<file path="src/rtl/cpu_types_pkg.sv">
// Shared CPU datapath types: machine word, next-PC source select, flow-control FSM states.
package cpu_types_pkg;

    localparam int unsigned WORD_W = 32;

    typedef logic [WORD_W-1:0] word_t;

    typedef enum logic [1:0] {
        PC_NEXT = 2'd0,
        PC_BR   = 2'd1,
        PC_JR   = 2'd2,
        PC_J    = 2'd3
    } pcsrc_t;

    typedef enum logic [1:0] {
        RUN    = 2'd0,
        DWAIT  = 2'd1,
        HALTED = 2'd2
    } flow_state_t;

    // Instruction addresses are always word aligned.
    function automatic word_t align_word(input word_t addr);
        return {addr[WORD_W-1:2], 2'b00};
    endfunction

endpackage

</file>
<file path="src/rtl/hazard_if.sv">
// Hazard-unit control bundle; the hazard unit drives it, the flow controller consumes it.
interface hazard_if;
    logic pc_EN;
    logic ifid_EN;
    logic idex_flush;

    modport hu   (output pc_EN, output ifid_EN, output idex_flush);
    modport fcif (input  pc_EN, input  ifid_EN, input  idex_flush);
endinterface

</file>
<file path="src/rtl/pc_reg.sv">
// Program counter register with next-PC selection and word alignment on every load.
module pc_reg
    import cpu_types_pkg::*;
#(
    parameter logic [31:0] PC_INIT = 32'h0000_0000
) (
    input  logic        clk,
    input  logic        rst,
    input  logic        en,
    input  logic [1:0]  sel,
    input  logic [31:0] branch_target,
    input  logic [31:0] jr_target,
    input  logic [31:0] j_target,
    output logic [31:0] pc,
    output logic [31:0] pc_plus4
);

    word_t pc_next;

    assign pc_plus4 = pc + 32'd4;

    always_comb begin
        pc_next = pc_plus4;
        unique case (pcsrc_t'(sel))
            PC_NEXT: pc_next = pc_plus4;
            PC_BR:   pc_next = branch_target;
            PC_JR:   pc_next = jr_target;
            PC_J:    pc_next = j_target;
            default: pc_next = pc_plus4;
        endcase
    end

    always_ff @(posedge clk or posedge rst) begin
        if (rst) begin
            pc <= align_word(PC_INIT);
        end else if (en) begin
            pc <= align_word(pc_next);
        end
    end

endmodule

</file>
<file path="src/rtl/pipe_flow_ctrl.sv">
// Pipeline flow controller: turns hazard, cache and redirect status into per-stage
// latch enables/bubbles, owns the PC, the memory-wait freeze, sticky halt and stall counter.
module pipe_flow_ctrl
    import cpu_types_pkg::*;
#(
    parameter logic [31:0] PC_INIT = 32'h0000_0000,
    parameter int unsigned CNT_W   = 16
) (
    input  logic             CLK,
    input  logic             RST,
    input  logic             ihit,
    input  logic             dhit,
    input  logic             dmem_req,
    input  logic             halt_in,
    input  logic             pc_EN,
    input  logic             ifid_EN,
    input  logic             idex_flush,
    input  logic [1:0]       pcsrc,
    input  logic [31:0]      branch_target,
    input  logic [31:0]      jr_target,
    input  logic [31:0]      j_target,
    output logic [31:0]      imemaddr,
    output logic [31:0]      pc_plus4,
    output logic             ifid_we,
    output logic             ifid_bubble,
    output logic             idex_we,
    output logic             idex_bubble,
    output logic             exmem_we,
    output logic             memwb_we,
    output logic             halt_out,
    output logic [CNT_W-1:0] stall_cnt
);

    hazard_if hif ();

    assign hif.pc_EN      = pc_EN;
    assign hif.ifid_EN    = ifid_EN;
    assign hif.idex_flush = idex_flush;

    flow_state_t state;
    logic        freeze;
    logic        mem_stall;
    logic        advance;
    logic        redirect;
    logic        pc_upd;

    assign freeze    = dmem_req & ~dhit;
    // DWAIT keeps the pipe frozen until dhit even if the request line drops.
    assign mem_stall = freeze | ((state == DWAIT) & ~dhit);
    assign advance   = ~RST & (state != HALTED) & ~mem_stall;
    assign redirect  = (pcsrc_t'(pcsrc) != PC_NEXT);
    assign pc_upd    = advance & ((hif.pc_EN & ihit) | redirect);

    assign exmem_we    = advance;
    assign memwb_we    = advance;
    assign idex_we     = advance;
    assign idex_bubble = advance & hif.idex_flush;
    assign ifid_we     = advance & (hif.ifid_EN | redirect);
    assign ifid_bubble = advance & (redirect | ~ihit);

    pc_reg #(
        .PC_INIT (PC_INIT)
    ) u_pc_reg (
        .clk           (CLK),
        .rst           (RST),
        .en            (pc_upd),
        .sel           (pcsrc),
        .branch_target (branch_target),
        .jr_target     (jr_target),
        .j_target      (j_target),
        .pc            (imemaddr),
        .pc_plus4      (pc_plus4)
    );

    // Freeze/halt FSM, sticky halt flag and saturating stall counter.
    always_ff @(posedge CLK or posedge RST) begin
        if (RST) begin
            state     <= RUN;
            halt_out  <= 1'b0;
            stall_cnt <= '0;
        end else begin
            if (advance && halt_in) begin
                state    <= HALTED;
                halt_out <= 1'b1;
            end else if (state != HALTED) begin
                state <= mem_stall ? DWAIT : RUN;
            end
            if ((state != HALTED) && !pc_upd && (stall_cnt != {CNT_W{1'b1}})) begin
                stall_cnt <= stall_cnt + CNT_W'(1);
            end
        end
    end

endmodule

</file>
<file path="config.mk">
export PLATFORM = sky130hd
export DESIGN_NAME = pipe_flow_ctrl
export DESIGN_NICKNAME = d
export VERILOG_FILES = /design/src/rtl/cpu_types_pkg.sv /design/src/rtl/hazard_if.sv /design/src/rtl/pc_reg.sv /design/src/rtl/pipe_flow_ctrl.sv
export SDC_FILE = /design/constraint.sdc
export NUM_CORES = 1
export LEC_CHECK = 0
export CAP_MARGIN = 0
export CORE_AREA = 3 3 97 99
export DETAILED_ROUTE_END_ITERATION = 8
export DIE_AREA = 0 0 100 102
export GPL_TIMING_DRIVEN = 0
export PLACE_DENSITY_LB_ADDON = 0.25
export SETUP_SLACK_MARGIN = 0.02
export SYNTH_ARGS = -nofsm -noshare
export SYNTH_HDL_FRONTEND = slang
export SYNTH_SLANG_ARGS = --single-unit
</file>
<file path="constraint.sdc">
create_clock -name CLK -period 4.5 [get_ports CLK]
set_clock_uncertainty 0.1 [all_clocks]
set_input_delay 0.9 -clock CLK [delete_from_list [all_inputs] [get_ports CLK]]
set_output_delay 0.9 -clock CLK [all_outputs]
set_load 0.01 [all_outputs]
</file>
* Word level (Yosys, flattened, before mapping)
Index checks and enable logic that the tools add are counted.
** Operators by class
- Divide/modulo/power cells :: 0
- Bitwise gates (word level) :: 17
- $add $sub $neg :: 2
- Reductions and logical operators :: 7
- Multiply operators :: 0
- Shift-type cells :: 0
- Multiplexer cells :: 4
- Equal/unequal tests :: 6
- Magnitude comparators :: 0
** Operators with widths (number)
- $pmux 32 s4 :: 1
- $add 32x3->32 const B :: 1
- $add 16x1->16 const B :: 1
- $ne 16x16->1 const B :: 1
- $and 1x1->1 :: 9
- $eq 2x1->1 const B :: 2
- $eq 2x2->1 const B :: 2
- $mux 2 :: 2
- $not 1->1 :: 4
- $or 1x1->1 :: 4
- $reduce_bool 2->1 :: 2
- $logic_and 1x1->1 :: 3
- $logic_not 2->1 :: 1
- $ne 2x2->1 const B :: 1
- $logic_not 1->1 :: 1
- $mux 1 :: 1
** Storage, ports and cells
- Bits in latches :: 0
- Bits in read-only memories :: 0
- Word-level logic and storage cells :: 40
- Bits of input ports :: 107
- Memories :: 0
- Output and inout bits :: 87
- Register bits after elaboration :: 49
- Bits in writable memories :: 0

* Depth between registers and ports, before layout
Gate-level depths: netlist of run 1.
- Word-level depth :: 9
- Mapped depth :: 8
- Gate-level depth less buffers :: 6

* Hierarchy
From an unflattened synthesis of run 1, not the netlist that was laid out.
** Unflattened totals
- Cells, all modules :: 422
- Area total of the unflattened synthesis :: 3726.1 um2
** Modules (own cells, without submodules)
- pc_reg :: area each 2723.9 um2, instances 1, cells each 324
- pipe_flow_ctrl :: area each 1002.2 um2, instances 1, cells each 98

* Worst setup path after synthesis of run 1
No wires, ideal clock.
- Kind :: reg2out
- Start point :: reg u_pc_reg.pc[11]
- End point :: out pc_plus4[23]
- Path slack :: 1588 ps
- Arrival :: 1912 ps
- Stages on the path, launching flop included :: 7
- Data required time :: 3500 ps
- Path through :: dfrtp_1 > buf_2 > nand4_4 > or4_1 > buf_2 > nor3_1 > xor2_1
** On the way
- Cells in the longest elaborated chain, start to end :: 1
** Ends and longest elaborated chain
- from (decl) :: RTL line pc_reg.sv:14 : output logic [31:0] pc,
- from (signal assigned) :: RTL line pc_reg.sv:35 : pc <= align_word(PC_INIT);
- from (signal assigned) :: RTL line pc_reg.sv:37 : pc <= align_word(pc_next);
- $add 32x3->32 :: RTL line pc_reg.sv:20 : assign pc_plus4 = pc + 32'd4;
- to (decl) :: RTL line pipe_flow_ctrl.sv:23 : output logic [31:0] pc_plus4,
No other way between the ends.

* Final worst setup path of run 1
- Start point :: in pcsrc[1]
- End point :: out ifid_we
** On the way
- Cells in the longest elaborated chain, start to end :: 3
** Ends and longest elaborated chain
- from (decl) :: RTL line pipe_flow_ctrl.sv:18 : input logic [1:0] pcsrc,
- $reduce_bool 2->1 :: RTL line pipe_flow_ctrl.sv:51 : assign redirect = (pcsrc_t'(pcsrc) != PC_NEXT);
- $or 1x1->1 :: RTL line pipe_flow_ctrl.sv:58 : assign ifid_we = advance & (hif.ifid_EN | redirect);
- $and 1x1->1 :: RTL line pipe_flow_ctrl.sv:58
- to (decl) :: RTL line pipe_flow_ctrl.sv:24 : output logic ifid_we,
No other way between the ends.

==> results_dict.tcl, run 1 <==
set metrics [dict create \
    outcome "finished clean" \
    netlist_area_mm2 0.00375 \
    maxCapViolations 0 \
    holdPathEnd "halt_out$_DFFE_PP0P_" \
    yosysSeqAreaShare_pct 32.7 \
    path_delay_family "buffers and inverters" \
    yosysTopAreaCell "dfrtp_1" \
    dp.cells 715 \
    antenna_found_initial 1 \
    min_from "halt_out$_DFFE_PP0P_" \
    clk_pin_slew_ns 0.10 \
    cp.arrival_ns 3.33 \
    cp_max_fo 10 \
    fin_setup_tns_ns 0 \
    clock_sinks 49 \
    maxSlewHeadroom_pct 37.3 \
    max_freq_mhz 231 \
    fp-row-count 34 \
    h-tree-depth 2 \
    critPathKind "in2out" \
    gp_congestion 0.904 \
    io_pins 194 \
    synth_async_sr_flop_share_pct 100 \
    grt_max_degree 27 \
    overflow 0 \
    critPathLaunchType "primary input" \
    route.detailed.drc 0 \
    ctsHoldBuffers 0 \
    cts-resized-gates 0 \
    layout_common_cells "clkdlybuf4s50_1 (182), dfrtp_1 (49), nand2_1 (44)" \
    cellPowerDensity_mw_per_mm2 494 \
    rrSetupSlack_ns 1.99 \
    cts_setup_buffers 0 \
    grt_pass1_wl_mm 21.9 \
    ir_worst_vdd_v 0.000300 \
    nNetsFinal 723 \
    dpl.hpwl_mm 11.0 \
    timing.rr.start "u_pc_reg.pc[7]$_DFFE_PP0P_" \
    cts_tree "done" \
    path_buf_inv 4 \
    drtAntennaViolNets 0 \
    core_area_mm2 0.00864 \
    required_ns 3.50 \
    ys_types 59 \
    drv_slew 0 \
    final.min_clock_period_ns 4.33 \
    ys_warn_count 0 \
    dr.pass1.iters 5 \
    synthFlopType "dfrtp_1" \
    synth-seq-cells 49 \
    r2r_cells 6 \
    final_common_cell "clkdlybuf4s50_1" \
    route.vias.total 4133 \
    path_cells "clkdlybuf4s50_1 > clkbuf_1 > or2_2 > clkbuf_1 > nor2_1 > nor2_1 > clkdlybuf4s50_1" \
    hold_violations 0 \
    nFillCells 733 \
    largest_reg_flops 30 \
    routedWlPerCell_um 19.5 \
    synth-edff-count 0 \
    first_global_vias 4232 \
    critPathMaxStageDelay_ns 0.55 \
    initial_core_util_pct 43.5 \
    cts_root_buffer "clkbuf_8" \
    drtIter0Drc 219 \
    portBuffers 182 \
    rr_endpoint "u_pc_reg.pc[30]$_DFFE_PP0P_" \
    hold_class "reg2reg" \
    clk_latency_ns 0.31 \
    final_cells 724 \
    layout-drive-gt1-share_pct 8.78 \
    end_kind "output port" \
    syn_to_final_growth_pct 55.5 \
    rsz0062_at_grt "no" \
    finalCritPeriodShare_pct 96.3 \
    die_w_um 100 \
    synthTopCellsByArea "dfrtp_1 (33%), mux4_2 (6.0%), xor2_1 (5.4%), xnor2_1 (4.4%), nand2_1 (4.4%)" \
    grt_usage_pct 27.1 \
    setup_viol 0 \
    syn_inst 421 \
    die-area_mm2 0.0102 \
    clockBufferDepth 2 \
    synth.top_cell.area_share_pct 32.7 \
    p_leak_nw 2.27 \
    syn_avg_cell_area_um2 8.91 \
    wl_mm 14.1 \
    slowest_stage "clkdlybuf4s50_1" \
    numCtsBuffers 5 \
    tightestPinTransition_ns 0.940 \
    drt-vias-per-instance 5.71 \
    min_path_cells 1 \
    die_y_um 102 \
]
layout make-up:
| cell class | instances | area [um2] | area share [%] |
|---|---|---|---|
| clock buffer | 5 | 68.8 | 1.18 |
| clock inverter | 3 | 22.5 | 0.386 |
| sequential | 49 | 1230 | 21.0 |
| multi-input combinational | 323 | 2310 | 39.6 |
| inverter | 17 | 63.8 | 1.09 |
| antenna | 1 | 2.50 | 0.0429 |
| timing repair buffer | 183 | 1840 | 31.6 |
| tap | 108 | 135 | 2.32 |
| buffer | 35 | 161 | 2.77 |
power by group:
group,internal [W],switching [W]
Clock,0.000110,0.000165
Combinational,0.000951,0.000766
Sequential,0.000622,0.000268
Total,0.00168,0.00120
worst reg2reg max path, stage by stage, from the launching register on:
cell and delay (ns):
dfrtp_1 0.49, nand4_1 0.37, or3_1 0.42, buf_2 0.18, nor4_2 0.48, a31oi_1 0.15
o22a_1 0.22
cell families after synthesis:
family / count (synthesis) / share of synthesized area (%)
and+or+nand+nor: 146 / 20.9
AOI/OAI and AO/OA: 96 / 17.3
buffers and inverters: 52 / 6.00
DFF: 49 / 32.7
xor gates and xnor gates: 42 / 9.80
muxes: 33 / 12.5
adders and majority gates: 2 / 0.667
other: 1 / 0.0999
worst max-delay path by stage:
stage / startpoint / end / slack (ns) / cells past startpoint
2_1_floorplan: u_pc_reg.pc[11]$_DFFE_PP0P_ / pc_plus4[23] / 1.59 / 6
3_3_place_gp: pcsrc[1] / ifid_we / 0.16 / 7
3_5_place_dp: pcsrc[1] / ifid_we / 0.20 / 7
4_1_cts: pcsrc[1] / ifid_we / 0.18 / 7
5_1_grt: pcsrc[1] / ifid_we / 0.04 / 7
6_report: pcsrc[1] / ifid_we / 0.17 / 7
through the flow:
stage	hold WS [ns]	cell area (um2)	power [W]	utilization, %	setup slack, ns
after CTS	0.366	5830	0.00289	67.5	0.181
after global routing	0.379	5830	0.00306	67.6	0.0388
after floorplan	0.393	3760	0.00164	-	1.59
final	0.363	5830	0.00288	67.6	0.166
after global placement	0.339	5720	0.00255	66.2	0.156
after detailed placement	0.343	5740	0.00260	66.5	0.200
cells in the mapped netlist (2+ instances only):
master      n
a21o_1      3
a21oi_1    20
a221oi_1    3
a22o_1      5
a2bb2oi_1   3
a31oi_1     7
a32oi_1     2
and3_1      3
and4_1      3
buf_1       4
buf_2       6
buf_4       6
clkbuf_1   19
dfrtp_1    49
ha_1        2
inv_1      17
mux2_2     12
mux2i_1    11
mux4_2     10
nand2_1    44
nand2b_1    3
nand3_1    17
nand4_1     8
nor2_1     21
nor2b_1     3
nor3_1     14
nor4_1     11
nor4b_1     2
o211ai_1    2
o21a_1      5
o21ai_0    21
o22a_1      7
o22ai_1     2
o2bb2ai_1   3
o31a_1      2
o31ai_1     4
or2_2       2
or3_1       3
or4_1       2
xnor2_1    19
xor2_1     23
per-layer routing:
metal | up-vias | part of all wire (%) | track usage [%] | wire length, um
li1 | 1924 | - | - | -
met2 | 227 | 49 | 47.1 | 6930
met1 | 1956 | 40 | 33.8 | 5590
met3 | 26 | 9.0 | 6.28 | 1270
met4 | 0 | 2.4 | 7.98 | 333
met5 | - | 0 | 0 | 0
Power figures use the tool's default switching activity.
==> run 2: changes to the inputs <==
--- a/config.mk
+++ b/config.mk
@@ -5,10 +5,11 @@
 export SDC_FILE = /design/constraint.sdc
 export NUM_CORES = 1
 export LEC_CHECK = 0
+export ABC_AREA = 1
 export CAP_MARGIN = 0
-export CORE_AREA = 3 3 97 99
+export CORE_AREA = 3 3 99 101
 export DETAILED_ROUTE_END_ITERATION = 8
-export DIE_AREA = 0 0 100 102
+export DIE_AREA = 0 0 102 104
 export GPL_TIMING_DRIVEN = 0
 export PLACE_DENSITY_LB_ADDON = 0.25
 export SETUP_SLACK_MARGIN = 0.02
==> constraint.sdc (replaced) <==
create_clock -name CLK -period 5.6 [get_ports CLK]
set_clock_uncertainty 0.1 [all_clocks]
set_input_delay 1.12 -clock CLK [delete_from_list [all_inputs] [get_ports CLK]]
set_output_delay 1.12 -clock CLK [all_outputs]
set_load 0.01 [all_outputs]
==> run 2 against run 1 <==
Net effect:
- sequential power shrank 22%
- utilization rose by 0.19 points
- register-to-register slack improved by 1.6 ns
- combinational power is 19% lower
- critical path depth unchanged
- clock power about the same
==> results_dict.tcl, run 2 <==
set metrics [dict create \
    required_ns 4.38 \
    synth_fa_ha_area_share_pct 0.617 \
    overflow 0 \
    max_freq_mhz 222 \
    h-tree-depth 2 \
    drt-vias-per-instance 4.99 \
    min_path_cells 2 \
    hold_class "reg2reg" \
    ys_warn_count 0 \
    tightestPinTransition_ns 0.582 \
    setup_viol 0 \
    final.min_clock_period_ns 4.50 \
    synthMuxAreaShare_pct 0 \
    finalCritPeriodShare_pct 80.4 \
    cp_max_fo 10 \
    cellPowerDensity_mw_per_mm2 383 \
    largest_reg_flops 30 \
    drv_slew 0 \
    hold_violations 0 \
    busiest_layer "met2" \
    synth_compound_area_share_pct 10.1 \
    die_w_um 102 \
    grt_usage_pct 26.3 \
    synth_async_sr_flop_share_pct 100 \
    clk_pin_slew_ns 0.10 \
    numCtsBuffers 5 \
    die-area_mm2 0.0106 \
    portBuffers 182 \
    final_util_pct 67.7 \
    fin_setup_tns_ns 0 \
    gp_congestion 0.906 \
    dp.cells 978 \
    wl_mm 13.8 \
    netlist_area_mm2 0.00406 \
    maxSlewHeadroom_pct 61.2 \
    synth_top_family_by_area "simple AND/OR/NAND/NOR gates" \
    clk_latency_ns 0.31 \
    cts_root_buffer "clkbuf_8" \
    antennaDiodeCount 0 \
    die_y_um 104 \
    synth.top_cell.area_share_pct 30.2 \
    grt_max_degree 32 \
    ctsHoldBuffers 0 \
    maxCapViolations 0 \
    grt_pass1_wl_mm 22.6 \
    ir_worst_vdd_v 0.000161 \
    syn_avg_cell_area_um2 5.96 \
    synth-seq-cells 49 \
    use_met3_pct 5.97 \
    synth_simple_gate_area_share_pct 45.0 \
    io_pins 194 \
    syn_inst 681 \
    cts-resized-gates 0 \
    fp-row-count 35 \
    final_cells 986 \
    antenna_found_initial 0 \
    synth-edff-count 0 \
    routedWlPerCell_um 14.0 \
    ys_types 33 \
    yosysSeqAreaShare_pct 30.2 \
    synthFlopType "dfrtp_1" \
    clock_sinks 49 \
    cp.arrival_ns 3.28 \
    drtAntennaViolNets 0 \
    yosysMostFrequentCell "nand2_1" \
    synthTopCellsByArea "dfrtp_1 (30%), nand2_1 (27%), nor2_1 (6.8%), nand3_1 (6.3%), inv_1 (6.3%)" \
    cts_setup_buffers 0 \
    critPathKind "in2out" \
    first_global_vias 4796 \
    rsz0062_at_grt "no" \
    drtIter0Drc 266 \
    synth_common_cells "nand2_1 (296), nor2_1 (74), inv_1 (68)" \
    route.detailed.drc 0 \
    met1_usage_pct 31.2 \
    yosysTopAreaCell "dfrtp_1" \
    hold_slack_ns 0.382 \
    nNetsFinal 983 \
    route.vias.total 4918 \
    core_area_mm2 0.00911 \
    r2r_cells 10 \
    end_kind "output port" \
    cts_tree "done" \
    dpl.hpwl_mm 11.3 \
    synthXorXnorAreaFrac_pct 3.02 \
    initial_core_util_pct 44.6 \
    critPathLaunchType "primary input" \
    layout_common_cells "nand2_1 (296), clkdlybuf4s50_1 (182), nor2_1 (74)" \
    grt_use_met2_pct 46.8 \
    outcome "finished clean" \
    final_common_cell "nand2_1" \
    clockBufferDepth 2 \
    p_leak_nw 2.84 \
    layout-drive-gt1-share_pct 6.17 \
    dr.pass1.iters 5 \
    syn_to_final_growth_pct 52.0 \
    total_power_w 0.00237 \
]
-- run 2: changes by cell type after synthesis, moves of 13 or more --
cell	previous run	this run
inv_1	17	68
nand3_1	17	51
nand2_1	44	296
xnor2_1	19	3
a21oi_1	20	6
o21ai_0	21	34
clkbuf_1	19	5
nor2_1	21	74
-- run 2: layer usage --
| metal | vias to the layer above | share of wire, % |
|---|---|---|
| met4 | 0 | 2.1 |
| met5 | - | 0 |
| met1 | 2208 | 40 |
| met2 | 183 | 51 |
| li1 | 2508 | - |
| met3 | 19 | 7.5 |
-- run 2: worst max-delay path, cell delays in order --
cell and delay, ns:
clkdlybuf4s50_1 0.67, nor2_4 0.12, inv_1 0.14, clkbuf_1 0.48, nor2_1 0.08, nor2_1 0.12, clkdlybuf4s50_1 0.54
-- run 2: logic make-up (layout without fill, tap and decap cells) --
| logic type | Yosys count | after routing |
|---|---|---|
| AOI/OAI and AO/OA | 71 | 71 |
| DFF | 49 | 49 |
| xor gates and xnor gates | 14 | 14 |
| and+or+nand+nor | 446 | 446 |
| other | 1 | 4 |
| buffers and inverters | 98 | 289 |
| adders and majority gates | 2 | 2 |
-- run 2: per-stage QoR --
step | setup WS, ns | instance area [um2]
finish | 1.10 | 6170
global route | 0.985 | 6170
CTS | 1.13 | 6170
detailed placement | 1.14 | 6050
global placement | 1.13 | 6030
floorplan | 2.50 | 4070
-- run 2: path summary, 6_finish.rpt --
kind | slack, ns | end | from
worst max-delay path | 1.10 | ifid_we | pcsrc[0]
worst min-delay path | 0.38 | halt_out$_DFFE_PP0P_ | halt_out$_DFFE_PP0P_
worst max register to register | 3.62 | u_pc_reg.pc[20]$_DFFE_PP0P_ | u_pc_reg.pc[3]$_DFFE_PP0P_
worst min register to register | 0.38 | halt_out$_DFFE_PP0P_ | halt_out$_DFFE_PP0P_
max in group asynchronous | 3.83 | u_pc_reg.pc[21]$_DFFE_PP0P_ | RST
min in group asynchronous | 1.05 | halt_out$_DFFE_PP0P_ | RST
-- run 2: final cells by class --
type,count,area (um2)
fillers,807,2940
clock buffers,6,82.6
plain buffers,28,181
clock inverters,2,37.5
well taps,111,139
flip-flops and latches,49,1230
repair buffers,183,1840
multi-input cells,537,2400
inverters,70,263
-- run 2: power by group --
group          leakage (nW)  switching (W)  total, W  internal [W]
sequential            0.619       0.000205  0.000694      0.000489
clock                0.0574       0.000129  0.000274      0.000145
combinational          2.16       0.000687   0.00140      0.000710
==> run 3: changes to the inputs <==
--- a/config.mk
+++ b/config.mk
@@ -7,9 +7,9 @@
 export LEC_CHECK = 0
 export ABC_AREA = 1
 export CAP_MARGIN = 0
-export CORE_AREA = 3 3 99 101
+export CORE_AREA = 3 3 108 110
 export DETAILED_ROUTE_END_ITERATION = 8
-export DIE_AREA = 0 0 102 104
+export DIE_AREA = 0 0 111 113
 export GPL_TIMING_DRIVEN = 0
 export PLACE_DENSITY_LB_ADDON = 0.25
 export SETUP_SLACK_MARGIN = 0.02
==> constraint.sdc (replaced) <==
create_clock -name CLK -period 4.04 [get_ports CLK]
set_clock_uncertainty 0.1 [all_clocks]
set_input_delay 0.808 -clock CLK [delete_from_list [all_inputs] [get_ports CLK]]
set_output_delay 0.808 -clock CLK [all_outputs]
set_load 0.01 [all_outputs]
==> run 3 against run 2 <==
Net effect:
- worst hold slack better by 0.0018 ns
- count of clock-buffer cells in the layout down 1
- critical endpoint unchanged
- utilization down 10 points
- combinational power up 38%
- setup slack worse by 0.84 ns
- wire length up 1.2%
- sequential share of layout area down 0.064 points
- cell count up 2.8%
- non-clock buffer count unchanged
==> results_dict.tcl, run 3 (same netlist as run 2, synthesis figures left out) <==
set metrics [dict create \
    outcome "finished clean" \
    cts_tree "done" \
    startpoint "pcsrc[0]" \
    critPathKind "in2out" \
    route.detailed.drc 0 \
    cts_root_buffer "clkbuf_8" \
    cellPowerDensity_mw_per_mm2 524 \
    p_leak_nw 2.84 \
    maxSlewHeadroom_pct 58.8 \
    min_from "halt_out$_DFFE_PP0P_" \
    maxCapViolations 0 \
    ir_worst_vdd_v 0.000241 \
    highest_layer "met4" \
    clock_sinks 49 \
    grt_max_degree 36 \
    clk_latency_ns 0.30 \
    final_cells 1014 \
    routedWlPerCell_um 13.7 \
    end_kind "output port" \
    die_y_um 113 \
    finalCritPeriodShare_pct 93.5 \
    first_global_vias 4506 \
    ctsHoldBuffers 0 \
    tightestPinTransition_ns 0.617 \
    required_ns 3.13 \
    gp_congestion 0.856 \
    max_freq_mhz 265 \
    io_pins 194 \
    dp.cells 1007 \
    final_util_pct 57.4 \
    numCtsBuffers 5 \
    h-tree-depth 2 \
    cp_max_fo 10 \
    antenna_found_initial 0 \
    initial_core_util_pct 37.6 \
    drt-vias-per-instance 4.76 \
    layout_common_cells "nand2_1 (296), clkdlybuf4s50_1 (182), nor2_1 (74)" \
    path_cells "clkdlybuf4s50_1 > nor2_4 > inv_1 > clkbuf_1 > nor2_1 > nor2_1 > clkdlybuf4s50_1" \
    route.met2.wl_mm 6.94 \
    drtAntennaViolNets 0 \
    syn_to_final_growth_pct 52.5 \
    largest_reg_flops 30 \
    nNetsFinal 983 \
    stdcell_area_mm2 0.00619 \
    dpl.hpwl_mm 11.4 \
    met3_length_um 938 \
    setup_viol 0 \
    layout-drive-gt1-share_pct 6.06 \
    grt_pass1_wl_mm 22.4 \
    clockBufferDepth 2 \
    hold_class "reg2reg" \
    fp-row-count 38 \
    drtIter0Drc 318 \
    core_area_mm2 0.0108 \
    slowest_stage "clkdlybuf4s50_1" \
    critPathMaxStageDelay_ns 0.62 \
    hold_violations 0 \
    clk_pin_slew_ns 0.09 \
    fin_setup_tns_ns 0 \
    cts-resized-gates 0 \
    final.min_clock_period_ns 3.78 \
    placed_area_mm2 0.00609 \
    dr.pass1.iters 5 \
    drt-met1-wl_mm 5.87 \
    drv_slew 0 \
    rsz0062_at_grt "no" \
    cp.arrival_ns 2.87 \
    portBuffers 182 \
    cts_setup_buffers 0 \
    antennaDiodeCount 0 \
    die_w_um 111 \
    overflow 0 \
    die-area_mm2 0.0125 \
    critPathLaunchType "primary input" \
    route.vias.total 4822 \
    wl_mm 13.9 \
    grt_usage_pct 22.0 \
    timing.rr.start "u_pc_reg.pc[3]$_DFFE_PP0P_" \
    final_common_cell "nand2_1" \
]
run 3: changes by cell type in the layout (fill, tap and decap cells not counted), sizes merged:
cell / change
clkinvlp: -1
clkinv: +1
clkbuf: -1
run 3: area by class of cell:
cell class	instances	area, um2
Buffer	28	181
Multi-Input combinational cell	537	2400
Sequential cell	49	1230
Clock buffer	5	68.8
Inverter	70	263
Clock inverter	2	35.0
Timing Repair Buffer	183	1840
Fill cell	1060	4600
Tap cell	140	175
run 3: final timing paths:
| check | to | slack [ns] | depth (start not counted) |
|---|---|---|---|
| worst max-delay path | ifid_we | 0.26 | 7 |
| worst min-delay path | halt_out$_DFFE_PP0P_ | 0.38 | 2 |
| worst max register to register | u_pc_reg.pc[18]$_DFFE_PP0P_ | 2.10 | 9 |
| worst min register to register | halt_out$_DFFE_PP0P_ | 0.38 | 2 |
| max in group asynchronous | u_pc_reg.pc[24]$_DFFE_PP0P_ | 2.63 | 3 |
| min in group asynchronous | state[1]$_DFFE_PP0P_ | 0.71 | 2 |
run 3: where the power goes:
| group | internal [W] | switching [W] |
|---|---|---|
| clock network | 0.000180 | 0.000173 |
| registers | 0.000678 | 0.000285 |
| logic | 0.000984 | 0.000942 |
| total | 0.00184 | 0.00140 |
run 3: worst max-delay path: cells and delay by family:
| kind | cells | cell delay [ns] |
|---|---|---|
| buffers and inverters | 4 | 1.75 |
| AND/OR/NAND/NOR | 3 | 0.33 |
run 3: routing by layer:
layer,vias up,GRT usage (%)
met5,-,0
met4,0,4.43
met3,16,4.87
met2,176,40.6
met1,2119,26.4
li1,2511,-
run 3: metrics by stage:
step	hold WS, ns	worst slack (ns)	power, W
CTS	0.386	0.251	0.00327
detailed placement	0.359	0.249	0.00291
floorplan	0.400	1.56	0.00183
global placement	0.351	0.268	0.00289
finish	0.383	0.262	0.00324
global route	0.396	0.132	0.00350
